File: src/rtl/memshare_pkg.sv
// memshare_pkg
// Shared definitions for the shared-memory port scheduler:
//   - default requester count and physical read latency
//   - id_width(): requester-id width, clog2 with a floor of 1 bit
//   - tag_t: read-return tag {valid, requester id} carried down the
//     read-latency pipeline
package memshare_pkg;

    localparam int DEF_VIRTUAL_NUM = 2;
    localparam int DEF_RD_LAT      = 1;

    // Requester-id width; a 2-requester system still needs one bit.
    function automatic int id_width(input int n);
        if (n <= 2) begin
            return 1;
        end else begin
            return $clog2(n);
        end
    endfunction

    localparam int ID_BITWIDTH = id_width(DEF_VIRTUAL_NUM);

    // Tag id field is sized generously so that the top can be built with
    // more requesters than the package default without touching the struct.
    localparam int TAG_ID_BITWIDTH = 8;

    typedef struct packed {
        logic                       valid;
        logic [TAG_ID_BITWIDTH-1:0] id;
    } tag_t;

endpackage

File: src/rtl/memshare_port_sched_arbiter.sv
// memshare_rr_arbiter
// Round-robin arbiter: searches upward from rr_ptr (with wrap) for the
// first active request. The grant is combinational; rr_ptr advances to
// (granted index + 1) mod VIRTUAL_NUM on every transfer and holds otherwise.
// Ports:
//   clk_i      clock
//   rstn_i     synchronous active-low reset (also masks the grant)
//   en_i       grant enable
//   req_i      per-requester request
//   gnt_o      one-hot grant
//   gnt_idx_o  index of the granted requester (valid when xfer_o=1)
//   xfer_o     a command transfers this cycle
module memshare_rr_arbiter
    import memshare_pkg::*;
#(
    parameter int VIRTUAL_NUM = DEF_VIRTUAL_NUM,
    localparam int IDW        = id_width(VIRTUAL_NUM)
) (
    input  logic                   clk_i,
    input  logic                   rstn_i,
    input  logic                   en_i,
    input  logic [VIRTUAL_NUM-1:0] req_i,
    output logic [VIRTUAL_NUM-1:0] gnt_o,
    output logic [IDW-1:0]         gnt_idx_o,
    output logic                   xfer_o
);

    logic [IDW-1:0]         rr_ptr_q;
    logic [IDW-1:0]         rr_ptr_d;
    logic [IDW-1:0]         cand_s;
    logic [IDW-1:0]         idx_s;
    logic [VIRTUAL_NUM-1:0] gnt_s;
    logic                   found_s;

    // Priority search starting at rr_ptr, wrapping modulo VIRTUAL_NUM.
    always_comb begin
        gnt_s   = '0;
        idx_s   = '0;
        found_s = 1'b0;
        cand_s  = '0;
        for (int i = 0; i < VIRTUAL_NUM; i++) begin
            cand_s = IDW'((int'(rr_ptr_q) + i) % VIRTUAL_NUM);
            if (!found_s && req_i[cand_s]) begin
                found_s       = 1'b1;
                gnt_s[cand_s] = 1'b1;
                idx_s         = cand_s;
            end else begin
                found_s = found_s;
            end
        end
    end

    // Grant is suppressed while disabled or held in reset.
    always_comb begin
        if (en_i && rstn_i) begin
            gnt_o = gnt_s;
        end else begin
            gnt_o = '0;
        end
    end

    assign gnt_idx_o = idx_s;
    assign xfer_o    = |gnt_o;

    // Next pointer: one past the winner on a transfer, otherwise hold.
    always_comb begin
        if (xfer_o) begin
            if (idx_s == IDW'(VIRTUAL_NUM - 1)) begin
                rr_ptr_d = '0;
            end else begin
                rr_ptr_d = idx_s + IDW'(1);
            end
        end else begin
            rr_ptr_d = rr_ptr_q;
        end
    end

    // Round-robin pointer register.
    always_ff @(posedge clk_i) begin
        if (!rstn_i) begin
            rr_ptr_q <= '0;
        end else begin
            rr_ptr_q <= rr_ptr_d;
        end
    end

endmodule

File: src/rtl/memshare_port_sched.sv
// memshare_port_sched
// Shares one single-port memory among VIRTUAL_NUM requesters. One command
// per cycle is granted round-robin, registered onto the physical port, and
// read data is steered back to the issuing requester via a tag pipeline
// that tracks the physical read latency.
// Ports:
//   sys_clk, rstn                   clock, synchronous active-low reset
//   sched_en_i                      0 = no new grants (in-flight reads finish)
//   vir_req_i/we_i/addr_i/wdata_i   per-requester command (flattened slices)
//   vir_gnt_o                       one-hot combinational grant
//   vir_rvalid_o, vir_rdata_o       registered read return
//   phy_en_o/we_o/addr_o/din_o      registered physical command
//   phy_dout_i                      physical read data, RD_LAT after phy_en_o
//   busy_o                          access issued or read still in flight
module memshare_port_sched
    import memshare_pkg::*;
#(
    parameter int VIRTUAL_NUM   = DEF_VIRTUAL_NUM,
    parameter int PORT_BITWIDTH = 5,
    parameter int ADDR_BITWIDTH = 6,
    parameter int RD_LAT        = DEF_RD_LAT
) (
    input  logic                                 sys_clk,
    input  logic                                 rstn,
    input  logic                                 sched_en_i,
    input  logic [VIRTUAL_NUM-1:0]               vir_req_i,
    input  logic [VIRTUAL_NUM-1:0]               vir_we_i,
    input  logic [VIRTUAL_NUM*ADDR_BITWIDTH-1:0] vir_addr_i,
    input  logic [VIRTUAL_NUM*PORT_BITWIDTH-1:0] vir_wdata_i,
    output logic [VIRTUAL_NUM-1:0]               vir_gnt_o,
    output logic [VIRTUAL_NUM-1:0]               vir_rvalid_o,
    output logic [PORT_BITWIDTH-1:0]             vir_rdata_o,
    output logic                                 phy_en_o,
    output logic                                 phy_we_o,
    output logic [ADDR_BITWIDTH-1:0]             phy_addr_o,
    output logic [PORT_BITWIDTH-1:0]             phy_din_o,
    input  logic [PORT_BITWIDTH-1:0]             phy_dout_i,
    output logic                                 busy_o
);

    localparam int IDW = id_width(VIRTUAL_NUM);

    logic [IDW-1:0]           gnt_idx_s;
    logic                     xfer_s;

    logic                     phy_en_q,   phy_en_d;
    logic                     phy_we_q,   phy_we_d;
    logic [ADDR_BITWIDTH-1:0] phy_addr_q, phy_addr_d;
    logic [PORT_BITWIDTH-1:0] phy_din_q,  phy_din_d;
    tag_t                     tag_q [RD_LAT+1];
    tag_t                     tag_in_s;
    logic [VIRTUAL_NUM-1:0]   rvalid_q, rvalid_d;
    logic [PORT_BITWIDTH-1:0] rdata_q,  rdata_d;
    logic                     tag_busy_s;
    logic                     sel_we_s;

    memshare_rr_arbiter #(
        .VIRTUAL_NUM (VIRTUAL_NUM)
    ) u_arb (
        .clk_i     (sys_clk),
        .rstn_i    (rstn),
        .en_i      (sched_en_i),
        .req_i     (vir_req_i),
        .gnt_o     (vir_gnt_o),
        .gnt_idx_o (gnt_idx_s),
        .xfer_o    (xfer_s)
    );

    assign sel_we_s = vir_we_i[gnt_idx_s];

    // Issue stage next-state: capture the granted slice on a transfer;
    // addr/din hold when idle so the port does not toggle needlessly.
    always_comb begin
        phy_en_d = xfer_s;
        if (xfer_s) begin
            phy_we_d   = sel_we_s;
            phy_addr_d = vir_addr_i[int'(gnt_idx_s)*ADDR_BITWIDTH +: ADDR_BITWIDTH];
            phy_din_d  = vir_wdata_i[int'(gnt_idx_s)*PORT_BITWIDTH +: PORT_BITWIDTH];
        end else begin
            phy_we_d   = 1'b0;
            phy_addr_d = phy_addr_q;
            phy_din_d  = phy_din_q;
        end
        tag_in_s.valid = xfer_s & ~sel_we_s;
        tag_in_s.id    = TAG_ID_BITWIDTH'(gnt_idx_s);
    end

    // Return stage next-state: the last tag stage lines up with phy_dout_i.
    always_comb begin
        rvalid_d = '0;
        if (tag_q[RD_LAT].valid) begin
            for (int k = 0; k < VIRTUAL_NUM; k++) begin
                rvalid_d[k] = (tag_q[RD_LAT].id == TAG_ID_BITWIDTH'(k));
            end
            rdata_d = phy_dout_i;
        end else begin
            rdata_d = rdata_q;
        end
    end

    // OR of all in-flight read tags.
    always_comb begin
        tag_busy_s = 1'b0;
        for (int k = 0; k <= RD_LAT; k++) begin
            tag_busy_s = tag_busy_s | tag_q[k].valid;
        end
    end

    // Issue registers, tag pipeline and return registers.
    always_ff @(posedge sys_clk) begin
        if (!rstn) begin
            phy_en_q   <= 1'b0;
            phy_we_q   <= 1'b0;
            phy_addr_q <= '0;
            phy_din_q  <= '0;
            rvalid_q   <= '0;
            rdata_q    <= '0;
            for (int k = 0; k <= RD_LAT; k++) begin
                tag_q[k] <= '0;
            end
        end else begin
            phy_en_q   <= phy_en_d;
            phy_we_q   <= phy_we_d;
            phy_addr_q <= phy_addr_d;
            phy_din_q  <= phy_din_d;
            rvalid_q   <= rvalid_d;
            rdata_q    <= rdata_d;
            tag_q[0]   <= tag_in_s;
            for (int k = 1; k <= RD_LAT; k++) begin
                tag_q[k] <= tag_q[k-1];
            end
        end
    end

    assign phy_en_o     = phy_en_q;
    assign phy_we_o     = phy_we_q;
    assign phy_addr_o   = phy_addr_q;
    assign phy_din_o    = phy_din_q;
    assign vir_rvalid_o = rvalid_q;
    assign vir_rdata_o  = rdata_q;
    assign busy_o       = phy_en_q | tag_busy_s | (|rvalid_q);

endmodule
File: config.mk
export PLATFORM = sky130hd
export DESIGN_NAME = memshare_port_sched
export DESIGN_NICKNAME = d
export VERILOG_FILES = /design/src/rtl/memshare_pkg.sv /design/src/rtl/memshare_port_sched_arbiter.sv /design/src/rtl/memshare_port_sched.sv
export SDC_FILE = /design/constraint.sdc
export NUM_CORES = 1
export LEC_CHECK = 0
export CAP_MARGIN = 20
export CELL_PAD_IN_SITES_DETAIL_PLACEMENT = 1
export CELL_PAD_IN_SITES_GLOBAL_PLACEMENT = 1
export CORE_MARGIN = 5
export CORE_UTILIZATION = 24
export CTS_CLUSTER_SIZE = 20
export DETAILED_ROUTE_END_ITERATION = 6
export PLACE_DENSITY = 0.79
export SLEW_MARGIN = 20
export SYNTH_ARGS = -nofsm -noshare
export SYNTH_HDL_FRONTEND = slang
export SYNTH_SLANG_ARGS = --single-unit
File: constraint.sdc
create_clock -name sys_clk -period 1 [get_ports sys_clk]
set_input_delay 0.2 -clock sys_clk [delete_from_list [all_inputs] [get_ports sys_clk]]
set_output_delay 0.2 -clock sys_clk [all_outputs]
set_load 0.02 [all_outputs]
Yosys cells after proc, flatten, opt, wreduce, memory -nomap -nowiden --
Memories as Yosys holds them, arrays and structs flattened. Index checks and enable logic that the tools add are counted.
Storage, ports and cells: register bits 21, RAM bits 18, logic and storage cells 59, memories kept 1
Operators by class: $add $sub $neg 2, multiply operators 2, order comparisons 5, equal/unequal tests 1, shift operators 2, muxes and demuxes 21, bitwise operators 8, reductions and logical operators 10
Memories:
- tag_q | depth 2, bits a word 9, read ports 2, clocked after Yosys merged registers in 0, write ports 2, RTL line memshare_port_sched.sv:50 | tag_t tag_q [RD_LAT+1];
Operators by type and width (count):
- 2-to-1 mux 9 bit | 2
- 2-to-1 mux 1 bit | 14
- indexed part select 12 x 5 -> 6 bit | 1
- indexed part select 10 x 5 -> 5 bit | 1
- equality test 8 x 1 -> 1 bit (second input constant) | 1
- zero test 8 bit | 1
- less-than comparator 1 x 2 -> 1 bit (second input constant) | 3
- 2-to-1 mux 2 bit | 3
- OR 1 bit | 5
- logical AND 1 bit | 4
- multiplier 1 x 3 -> 4 bit (second input constant) | 1
- AND reduction 2 bit | 2
- OR reduction 2 bit | 2
- multiplier 1 x 2 -> 3 bit (second input constant) | 1
- adder 1 bit (second input constant) | 2
- demux 1 bit (select 1 bit) | 2
- greater-or-equal comparator 1 bit (second input constant) | 2
- OR 2 bit | 1
- bitwise AND 1 bit | 1
- zero test 1 bit | 1
- inverter 1 bit | 1

Logic depth before layout (Yosys ltp) --
depth in word-level cells 11, mapped depth 6, mapped depth without buffers 4

By module --
From an unflattened synthesis, not the netlist that was laid out.
Unflattened totals: cell total of the unflattened synthesis 99, area total of the unflattened synthesis 999.7 um^2
By module, submodules not included:
- memshare_port_sched | instances 1, cells each 87, area each 910.9 um^2
- memshare_rr_arbiter | instances 1, cells each 12, area each 88.8 um^2

Worst setup path before layout --
No wires, ideal clock.
kind register -> output, start point register u_arb.rr_ptr_q, end point output vir_gnt_o[1], arrival 1.031 ns, slack -0.231 ns, cell stages (with the launch flop) 5, buffers on the path 1, cell sequence dfxtp_1 nand2b_2 buf_2 nand2_1 nor2_1
Between the ends: word-level cells in the longest chain between the ends 8, elaborated cells on any way between the ends 22, classes of those cells add/sub: 1; order compare: 4; mux: 12; bitwise: 1; reduce/logical: 4
RTL lines:
- start: declaration | RTL line memshare_port_sched_arbiter.sv:28 | logic [IDW-1:0] rr_ptr_q;
- start signal: assignment | RTL line memshare_port_sched_arbiter.sv:83 | rr_ptr_q <= rr_ptr_d;
- adder 1 bit (tied with other cells) | RTL line memshare_port_sched_arbiter.sv:42 | cand_s = IDW'((int'(rr_ptr_q) + i) % VIRTUAL_NUM);
- less-than comparator 1 x 2 -> 1 bit (implied by the code) (tied with other cells) | RTL line memshare_port_sched_arbiter.sv:45 | gnt_s[cand_s] = 1'b1;
- logical AND 1 bit (implied by the code) / 2-to-1 mux 1 bit (equally long branches) | RTL line memshare_port_sched_arbiter.sv:45
- 2-to-1 mux 1 bit (implied by the code) / demux 1 bit (select 1 bit) (equally long branches)
- demux 1 bit (select 1 bit) / 2-to-1 mux 2 bit (equally long branches)
- OR 2 bit (no line)
- 2-to-1 mux 2 bit * | RTL line memshare_port_sched_arbiter.sv:43 | if (!found_s && req_i[cand_s]) begin
- 2-to-1 mux 2 bit * | RTL line memshare_port_sched_arbiter.sv:55 | if (en_i && rstn_i) begin
- end: declaration | RTL line memshare_port_sched.sv:30 | output logic [VIRTUAL_NUM-1:0] vir_gnt_o,
Every way passes the cells marked *; elsewhere a longest branch is shown, timed or not. The select of a mux whose other input is x is not followed.

Worst setup path after layout --
start point register u_arb.rr_ptr_q, end point output vir_gnt_o[0]
The elaborated chain is that of the path after synthesis.

==> out/results.tsv <==
metric	value	unit
max-cap violations	0	
post-synthesis adder-cell area fraction	0	%
Max VDD drop	0.0005356	V
Die Footprint	5682	um^2
DRT Pass-1 Iters	5	
hold slack	0.2408	ns
CP Capture Type	output pin	
Final Hold Vio Count	0	
largest family of logic cells by synthesized area	compound AO/OA/AOI/OAI gates	
Worst-Margin Slew	0.2919	ns
CTS Sinks	25	
clock period minus worst slack	1.184	ns
area share of the largest cell type after synthesis	48.78	%
Final Core Density	43.85	%
row count	23	
Power Density	1242	nW/um^2
depth of the CTS H-tree	1	
initial core utilization	25.11	%
grt ovf	0	
Via density	4.918	
post-route ant nets	0	
die width	75.38	um
mux cell area share after synthesis	4.878	%
routed len/inst	17.08	um
synthesis-stage register bit count	25	
Via Count	1146	
Synth Net Count	149	
largest net degree at the start of global routing	18	
Tcrit/Tclk final	118.4	%
Placed Cells	226	
CTS Hold Buffers Added	0	
Slew headroom	80.44	%
DP Worst Slack	-0.8033	ns
synthesis-to-layout area growth	74.63	%
Leak	0.7557	nW
Post-Synth Simple-Gate Area	10.24	%
clock root cell	clkbuf_8	
DRC	0	
number of synthesis warnings	0	
failing checks	negative setup slack	
num ports	57	
worst setup margin	-0.1838	ns
met2 Use GR	26.94	%
Gate Count Post-Synth	115	
CP max FO	4	
share of post-route cells with drive strength above 1	41.53	%
fmax	0.8447	GHz
Clk Latency, worst-skew pair	0.27	ns
die height	75.38	um
final WL	3979	um
type of the most critical hold path	primary input to flip-flop	
Max clock buf depth	2	
Core ar.	4086	um^2
CTS tree	built	
global routing usage summed across all routing layers	14.37	%
Global Route met3 Usage	2.243	%
synthesized cell area	1026	um^2
Crit path arrival time	0.98	ns
initial antenna violation count	0	
clk slew on worst S/H paths	0.08	ns
met1 Use GR	16.40	%
Placer Congestion	0.7490	
post-synth cell types	21	
status	finished, violations left	
Starting DRT DRC Count	27	
HPWL after detailed placement	2979	um
first-pass GRT wire length	6285	um
Most Crowded Layer GR	met2	
Slew Viols, Final	0	
CTS buffer count	3	
Final Non-Filler Cells	233	
Setup Viol. Count Final	16	
Pwr Total	0.002226	W
net count reported at finish	218	
port bufs	56	
Synth area leader	dfxtp_1	
Compound-Gate Fraction of Synth Area	27.68	%
Worst Skew	0.004578	ns
post-synthesis sequential area ratio	48.78	%
post-synthesis xor/xnor area fraction	0	%
startpoint types	flip-flop	
Avg Cell Area, Syn	8.922	um^2
Setup CP Type	flip-flop to output pin	
WP data required	0.80	ns
RSZ-0062 raised after global routing	true	
n_diodes	0	
most area-consuming cells after synthesis	dfxtp_1, o21ai_1, a21oi_1	
number of global-route vias before repair	1316	
[layout by cell type, fill, tap and decap left out, types with 5 or more instances in the layout]
cell type         n
dfxtp_1          13
o21ai_1          12
a21oi_1          13
buf_4            30
nor2_1            8
a31oi_1          11
dfxtp_2          12
clkdlybuf4s50_1  29
mux2i_1           5
buf_6             8
o21ai_2           9
[cell families after synthesis]
family / count (synthesis)
and+or+nand+nor: 22
DFF: 25
AOI/OAI and AO/OA: 50
muxes: 5
buffers and inverters: 13
[layout make-up]
type                       instances  area (um^2)
clock buffer                       3        41.29
clock inverter                     1        5.005
multi-input combinational         77        503.0
timing repair inverter             1        7.507
tap                               50        62.56
inverter                           3        13.76
sequential                        25        515.5
fill                             468         2295
timing repair buffer              73        643.1
[critical path: stages (launching register included)]
cell     delay [ns]
dfxtp_2        0.33
buf_4          0.14
a21oi_2        0.11
buf_4          0.15
[per-layer routing]
metal	vias up	part of all wire, %	wire length, um
li1	545	-	-
met1	553	41	1628
met2	42	53	2089
met3	6	5.0	199
met4	0	1.6	62
met5	-	0	0
[repair_timing]
item	4_1_cts	5_1_grt
buffers inserted	2	1
resized for setup	131	29
endpoints found under the setup margin	44	35
pin swaps	6	5
cloned	1	0
[report_power, final]
group          switching [W]  internal (W)  total, W
combinational       0.000269      0.000287  0.000556
sequential         0.0000252       0.00105   0.00107
clock               0.000319      0.000278  0.000598
[path summary, 6_finish.rpt]
path / startpoint / to / slack, ns / cells after the start
worst min register to register: tag_q[0][9] / vir_rvalid_o[0] / 0.41 / 1
worst max-delay path: u_arb.rr_ptr_q / vir_gnt_o[0] / -0.18 / 3
worst min-delay path: vir_req_i[1] / tag_q[0][0] / 0.24 / 3
worst max register to register: u_arb.rr_ptr_q / phy_din_o[1] / -0.16 / 5
[through the flow]
step / area (um^2) / TNS [ns]
4_1_cts: 1722 / -2.154
6_report: 1792 / -2.109
3_3_place_gp: 1702 / -14.31
2_1_floorplan: 1047 / -0.1100
3_5_place_dp: 1702 / -15.46
5_1_grt: 1792 / -2.954
[state kept, by name (all words and copies together) (netlist names)]
| register | flops |
|---|---|
| tag_q | 4 |
| vir_rdata_o | 5 |
| phy_din_o | 5 |
| u_arb.rr_ptr_q | 1 |
| vir_rvalid_o | 2 |
| phy_addr_o | 6 |
| phy_en_o | 1 |
| phy_we_o | 1 |
[synth_stat cells (all sizes together)]
| library cell | number |
|---|---|
| and2b | 1 |
| nand2b | 1 |
| a311oi | 1 |
| o21ai | 23 |
| nand2 | 4 |
| nor2 | 9 |
| clkbuf | 2 |
| and2 | 2 |
| o211ai | 1 |
| nor3 | 1 |
| and3 | 2 |
| a21oi | 14 |
| a31oi | 11 |
| nand3 | 2 |
| buf | 8 |
| mux2i | 5 |
| dfxtp | 25 |
| inv | 3 |
No activity file was read; power rests on OpenSTA's default activity.
